File: config.mk
export PLATFORM = sky130hd
export DESIGN_NAME = vc_link_arbiter6
export DESIGN_NICKNAME = d
export VERILOG_FILES = /design/src/rtl/vca_pkg.sv /design/src/rtl/rr_pick6.sv /design/src/rtl/vc_link_arbiter6.sv
export SDC_FILE = /design/constraint.sdc
export NUM_CORES = 1
export LEC_CHECK = 0
export CAP_MARGIN = 20
export CELL_PAD_IN_SITES_DETAIL_PLACEMENT = 0
export CELL_PAD_IN_SITES_GLOBAL_PLACEMENT = 1
export CORE_MARGIN = 2
export CORE_UTILIZATION = 38
export CTS_BUF_LIST = sky130_fd_sc_hd__clkbuf_8
export CTS_CLUSTER_SIZE = 40
export DETAILED_ROUTE_END_ITERATION = 16
export PLACE_DENSITY_LB_ADDON = 0.05
export SETUP_SLACK_MARGIN = 0.2
export SYNTH_ARGS = -nofsm -noshare
export SYNTH_HDL_FRONTEND = slang
export SYNTH_HIERARCHICAL = 1
export SYNTH_SLANG_ARGS = --single-unit
File: constraint.sdc
create_clock -name clk -period 3.8 [get_ports clk]
set_input_delay 0.57 -clock clk [delete_from_list [all_inputs] [get_ports clk]]
set_output_delay 0.57 -clock clk [all_outputs]
set_load 0.1 [all_outputs]
File: src/rtl/vca_pkg.sv
// Shared constants, state type and select-code mapping for the six-VC link arbiter.
package vca_pkg;

    localparam int NUM_VC         = 6;
    localparam int CREDIT_MAX_DEF = 4;
    localparam int CREDIT_W_DEF   = 3;

    localparam logic [2:0] SEL_VC0  = 3'b000;
    localparam logic [2:0] SEL_VC1  = 3'b001;
    localparam logic [2:0] SEL_VC2  = 3'b011;
    localparam logic [2:0] SEL_VC3  = 3'b010;
    localparam logic [2:0] SEL_VC4  = 3'b110;
    localparam logic [2:0] SEL_VC5  = 3'b100;
    localparam logic [2:0] SEL_IDLE = 3'b111;

    typedef enum logic {
        ST_IDLE   = 1'b0,
        ST_LOCKED = 1'b1
    } state_t;

    function automatic logic [2:0] vc_to_sel(input logic [2:0] idx);
        logic [2:0] code;
        case (idx)
            3'd0:    code = SEL_VC0;
            3'd1:    code = SEL_VC1;
            3'd2:    code = SEL_VC2;
            3'd3:    code = SEL_VC3;
            3'd4:    code = SEL_VC4;
            3'd5:    code = SEL_VC5;
            default: code = SEL_IDLE;
        endcase
        return code;
    endfunction

    // Reduce a sum of two VC indices (0..10) back into 0..5.
    function automatic logic [2:0] vc_wrap(input logic [3:0] v);
        logic [2:0] r;
        if (v >= 4'd6) begin
            r = 3'(v - 4'd6);
        end else begin
            r = v[2:0];
        end
        return r;
    endfunction

endpackage

File: src/rtl/rr_pick6.sv
// Combinational round-robin picker: first set bit of eligible scanning from rr_ptr, wrapping at 6.
module rr_pick6
    import vca_pkg::*;
(
    input  logic [5:0] eligible,
    input  logic [2:0] rr_ptr,
    output logic       valid,
    output logic [2:0] idx
);

    logic [2:0] cand_s;

    // Scan from farthest to nearest so the candidate closest to rr_ptr wins.
    always_comb begin
        valid  = 1'b0;
        idx    = 3'd0;
        cand_s = 3'd0;
        for (int k = NUM_VC - 1; k >= 0; k--) begin
            cand_s = vc_wrap({1'b0, rr_ptr} + 4'(k));
            if (eligible[cand_s]) begin
                valid = 1'b1;
                idx   = cand_s;
            end else begin
                valid = valid;
                idx   = idx;
            end
        end
    end

endmodule

File: src/rtl/vc_link_arbiter6.sv
// Packet-locking round-robin arbiter sharing one link among six VCs.
// Optional downstream credit tracking is built when VCA_CREDIT_EN is defined.
module vc_link_arbiter6
    import vca_pkg::*;
#(
    parameter int CREDIT_MAX = CREDIT_MAX_DEF,
    parameter int CREDIT_W   = CREDIT_W_DEF
) (
    input  logic              clk,
    input  logic              rst_n,
    input  logic [NUM_VC-1:0] req,
    input  logic [NUM_VC-1:0] tail,
    input  logic [NUM_VC-1:0] credit_ret,
    input  logic              link_ready,
    output logic [NUM_VC-1:0] grant,
    output logic [2:0]        sel_addr,
    output logic              flit_valid,
    output logic              busy,
    output logic              err_ovf
);

    state_t            state_r, state_n;
    logic [2:0]        owner_r, owner_n;
    logic [2:0]        rr_ptr_r, rr_ptr_n;
    logic [NUM_VC-1:0] credit_ok_s;
    logic [NUM_VC-1:0] eligible_s;
    logic              pick_valid_s;
    logic [2:0]        pick_idx_s;

    assign eligible_s = req & credit_ok_s;
    assign flit_valid = (state_r == ST_LOCKED) && req[owner_r] && credit_ok_s[owner_r] && link_ready;

    rr_pick6 u_pick (
        .eligible (eligible_s),
        .rr_ptr   (rr_ptr_r),
        .valid    (pick_valid_s),
        .idx      (pick_idx_s)
    );

    // Arbitration state, owner and round-robin pointer.
    always_ff @(posedge clk or negedge rst_n) begin
        if (!rst_n) begin
            state_r  <= ST_IDLE;
            owner_r  <= 3'd0;
            rr_ptr_r <= 3'd0;
        end else begin
            state_r  <= state_n;
            owner_r  <= owner_n;
            rr_ptr_r <= rr_ptr_n;
        end
    end

    // Lock on a pick; release only after the tail flit crosses.
    always_comb begin
        state_n  = state_r;
        owner_n  = owner_r;
        rr_ptr_n = rr_ptr_r;
        case (state_r)
            ST_IDLE: begin
                if (pick_valid_s) begin
                    state_n = ST_LOCKED;
                    owner_n = pick_idx_s;
                end else begin
                    state_n = ST_IDLE;
                end
            end
            ST_LOCKED: begin
                if (flit_valid && tail[owner_r]) begin
                    state_n  = ST_IDLE;
                    rr_ptr_n = vc_wrap({1'b0, owner_r} + 4'd1);
                end else begin
                    state_n = ST_LOCKED;
                end
            end
            default: begin
                state_n = ST_IDLE;
            end
        endcase
    end

    // Outputs decoded from state and owner only.
    always_comb begin
        grant    = {NUM_VC{1'b0}};
        sel_addr = SEL_IDLE;
        busy     = 1'b0;
        case (state_r)
            ST_LOCKED: begin
                grant    = 6'b000001 << owner_r;
                sel_addr = vc_to_sel(owner_r);
                busy     = 1'b1;
            end
            default: begin
                grant    = {NUM_VC{1'b0}};
                sel_addr = SEL_IDLE;
                busy     = 1'b0;
            end
        endcase
    end

`ifdef VCA_CREDIT_EN
    logic [NUM_VC-1:0] ovf_s;
    logic              err_ovf_r;

    for (genvar i = 0; i < NUM_VC; i++) begin : g_credit
        logic [CREDIT_W-1:0] cnt_r;
        logic                dec_s;
        logic                at_max_s;

        assign dec_s          = flit_valid && (owner_r == 3'(i));
        assign at_max_s       = (cnt_r == CREDIT_W'(CREDIT_MAX));
        assign credit_ok_s[i] = (cnt_r != {CREDIT_W{1'b0}});
        assign ovf_s[i]       = credit_ret[i] && at_max_s;

        // Per-VC credit counter; simultaneous send and return cancel out.
        always_ff @(posedge clk or negedge rst_n) begin
            if (!rst_n) begin
                cnt_r <= CREDIT_W'(CREDIT_MAX);
            end else if (credit_ret[i] && !dec_s && !at_max_s) begin
                cnt_r <= cnt_r + {{(CREDIT_W-1){1'b0}}, 1'b1};
            end else if (dec_s && !credit_ret[i]) begin
                cnt_r <= cnt_r - {{(CREDIT_W-1){1'b0}}, 1'b1};
            end else begin
                cnt_r <= cnt_r;
            end
        end
    end

    // Sticky overflow flag, cleared only by reset.
    always_ff @(posedge clk or negedge rst_n) begin
        if (!rst_n) begin
            err_ovf_r <= 1'b0;
        end else if (|ovf_s) begin
            err_ovf_r <= 1'b1;
        end else begin
            err_ovf_r <= err_ovf_r;
        end
    end

    assign err_ovf = err_ovf_r;
`else
    logic [NUM_VC-1:0]   unused_ret_s;
    logic [CREDIT_W-1:0] unused_cap_s;

    assign unused_ret_s = credit_ret;
    assign unused_cap_s = CREDIT_W'(CREDIT_MAX);
    assign credit_ok_s  = {NUM_VC{1'b1}};
    assign err_ovf      = 1'b0;
`endif

endmodule

==> run summary <==
Status - finished, final reports clean
N_diodes - 0
Layout area overhead - 20.5%
Number of buffer and inverter stages on the critical path - 1
Core Area - 3630 sq um
Width of the die - 65.3 um
Setup TNS - 0 ns
Initial Utilization - 39.3%
YS warnings - 6
Relative slew margins - 35.4%
Critical Path Fanout Max - 10
Ys async rst share - 100%
# IOs - 33
Global-route wire length before repair - 6260 um
Slowest CP cell - dfrtp_1
Crit-path most repeated cell - o21ai_0
Crit path arrival time - 3.14 ns
Num CTS Buffers - 3
Achievable clock frequency - 0.328 GHz
Hold_buf cts - 0
Startpoint types - register
Clk sinks - 7
Largest area contributor in the netlist - dfrtp_1
Drt initial violations - 51
DP HPWL - 2820 um
# H-tree levels - 1
Die area - 4260 sq um
GRT Total Usage - 18.3%
Final min period - 3.05 ns
DRC - 0
Via-to-Cell Ratio - 5.55
Die height - 65.3 um
Total grt overflow - 0
Drt total wl - 3530 um
Port-buffer cells - 25
Mapped Cells - 171
Largest net degree at the start of global routing - 14
Max_cap viols - 0
Crit. End Element - register
Vias in the first global route - 1348
Clock transition at the registers of the reported paths - 0.04 ns
RSZ-0062 raised after global routing - false
WL/cell - 14.5 um
# resized after CTS - 0
Critical Path RT - 3.89 ns
Worst slew pin tran - 0.966 ns
Post-Syn Nets - 206
Via Count - 1355
Sequential-to-total area share from yosys stat - 12.3%
Post-CTS setup buffer count - 0
Post-synth EDFFs - 0
Routability cong. - 0.832
Detail Route Antenna Nets - 0
Initial antenna violation count - 0
Layout cells sized above 1 - 18.4%
Hold Vio Cnt, Final - 0
Clk_lat worst skew - 0.22 ns
Final period util - 80.3%
Setup-failing EPs final - 0
Post-synthesis register bit count - 7
Distinct cell type count after synthesis - 53
Mapped cell area - 1430 sq um
TritonCTS clock tree - built
Delay-heaviest family, CP - compound AO/OA/AOI/OAI gates
Share of the synthesized area in the top cell type - 12.3%
Mean Syn Cell Area - 8.34 sq um
Cell row count - 22
Cells along the critical path - inv_1 -> ha_1 -> mux2i_1 -> a21oi_1 -> o21ai_0 -> nor2_1 -> nand4_1 -> nor2b_1 -> o21ai_0
Max incr delay on CP - 0.54 ns
Clock Tree Buf Depth - 2
Clock skew - 0.00293 ns
CP Class - register to register
Root Buffer Master - clkbuf_8
Pre-antenna DRT Iters - 4
Commonest cells post-synth - ha_1 (14), o21ai_0 (14), mux2i_1 (13), nand2_1 (11)
# nets final - 232
Final Max Slew Viols - 0
Min-delay worst type - input pin to asynchronous set/reset pin
Synth Flop Type - dfrtp_1
Synth top area cells - dfrtp_1 (12%), ha_1 (12%), mux2i_1 (9.1%)
## placed cells by master (no fill, tap or decap), types with 2 or more instances in the layout
master and count:
xnor2_1 3, clkbuf_8 3, mux4_2 2, inv_1 11, mux2i_1 13, and3_1 4, buf_4 14, nand3_1 5
o21bai_1 2, and2_1 4, nor2b_1 4, clkdlybuf4s50_1 15, nand2_1 11, mux2_2 6, nor3b_1 3, nor2_1 7
ha_1 14, dfrtp_1 7, a21oi_1 10, nor3_1 8, mux2_1 3, a211oi_1 3, o21a_1 2, o21ai_0 14
o211ai_1 2
## cells by family (layout without fill, tap and decap cells)
logic type	count (synthesis)	count (layout)	synth area share [%]
xor gates and xnor gates	4	4	2.46
and+or+nand+nor	56	56	21.9
muxes	24	24	19.4
DFF	7	7	12.3
AOI/OAI and AO/OA	46	46	22.3
buffers and inverters	19	44	9.12
other	1	1	0.263
adders and majority gates	14	14	12.3
## routing by layer
layer / GRT usage [%] / share of wire [%] / vias up / routed length (um)
met5: 0 / 0 / - / 0
met2: 31.0 / 46 / 21 / 1630
met4: 2.60 / 0 / 0 / 0
met1: 25.9 / 51 / 650 / 1800
li1: - / - / 684 / -
met3: 1.54 / 2.7 / 0 / 94
## final cells by class
type,count,area [sq um]
fillers,388,1910
clock inverters,1,3.75
inverters,11,55.1
repair buffers,29,255
clock buffers,3,41.3
multi-input cells,145,1130
flip-flops and latches,7,175
well taps,48,60.1
## metrics by stage
| stage | util [%] | setup slack (ns) | instances | hold slack (ns) | cell area, sq um |
|---|---|---|---|---|---|
| final | 47.3 | 0.748 | 244 | 0.599 | 1720 |
| after global routing | 47.3 | 0.404 | 244 | 0.621 | 1720 |
| after CTS | 47.3 | 0.790 | 244 | 0.603 | 1720 |
| after detailed placement | 46.1 | 0.702 | 240 | 0.736 | 1670 |
| after global placement | 46.1 | 0.798 | 240 | 0.707 | 1670 |
| after floorplan | - | 0.405 | 171 | 0.274 | 1430 |
## state kept, by name, summed over array words and instances (netlist names)
register,cells
state_r,1
rr_ptr_r,3
owner_r,3
## final timing paths
path	start	endpoint	slack, ns	depth (start not counted)
worst max register to register	rr_ptr_r[1]	owner_r[2]	0.75	9
min in group clk	state_r	state_r	0.74	2
max in group asynchronous	rst_n	rr_ptr_r[2]	2.97	1
worst min-delay path	rst_n	state_r	0.60	1
worst min register to register	state_r	state_r	0.74	2
worst max-delay path	rr_ptr_r[1]	owner_r[2]	0.75	9
## worst reg2reg max path: stages (launching register included)
cell,delay (ns)
dfrtp_1,0.54
inv_1,0.17
ha_1,0.47
mux2i_1,0.47
a21oi_1,0.13
o21ai_0,0.43
nor2_1,0.11
nand4_1,0.14
nor2b_1,0.31
o21ai_0,0.14
Power is left out: the tool's default activity adds up to more than one toggle a clock period on the data nets, which glitch-free logic cannot reach.
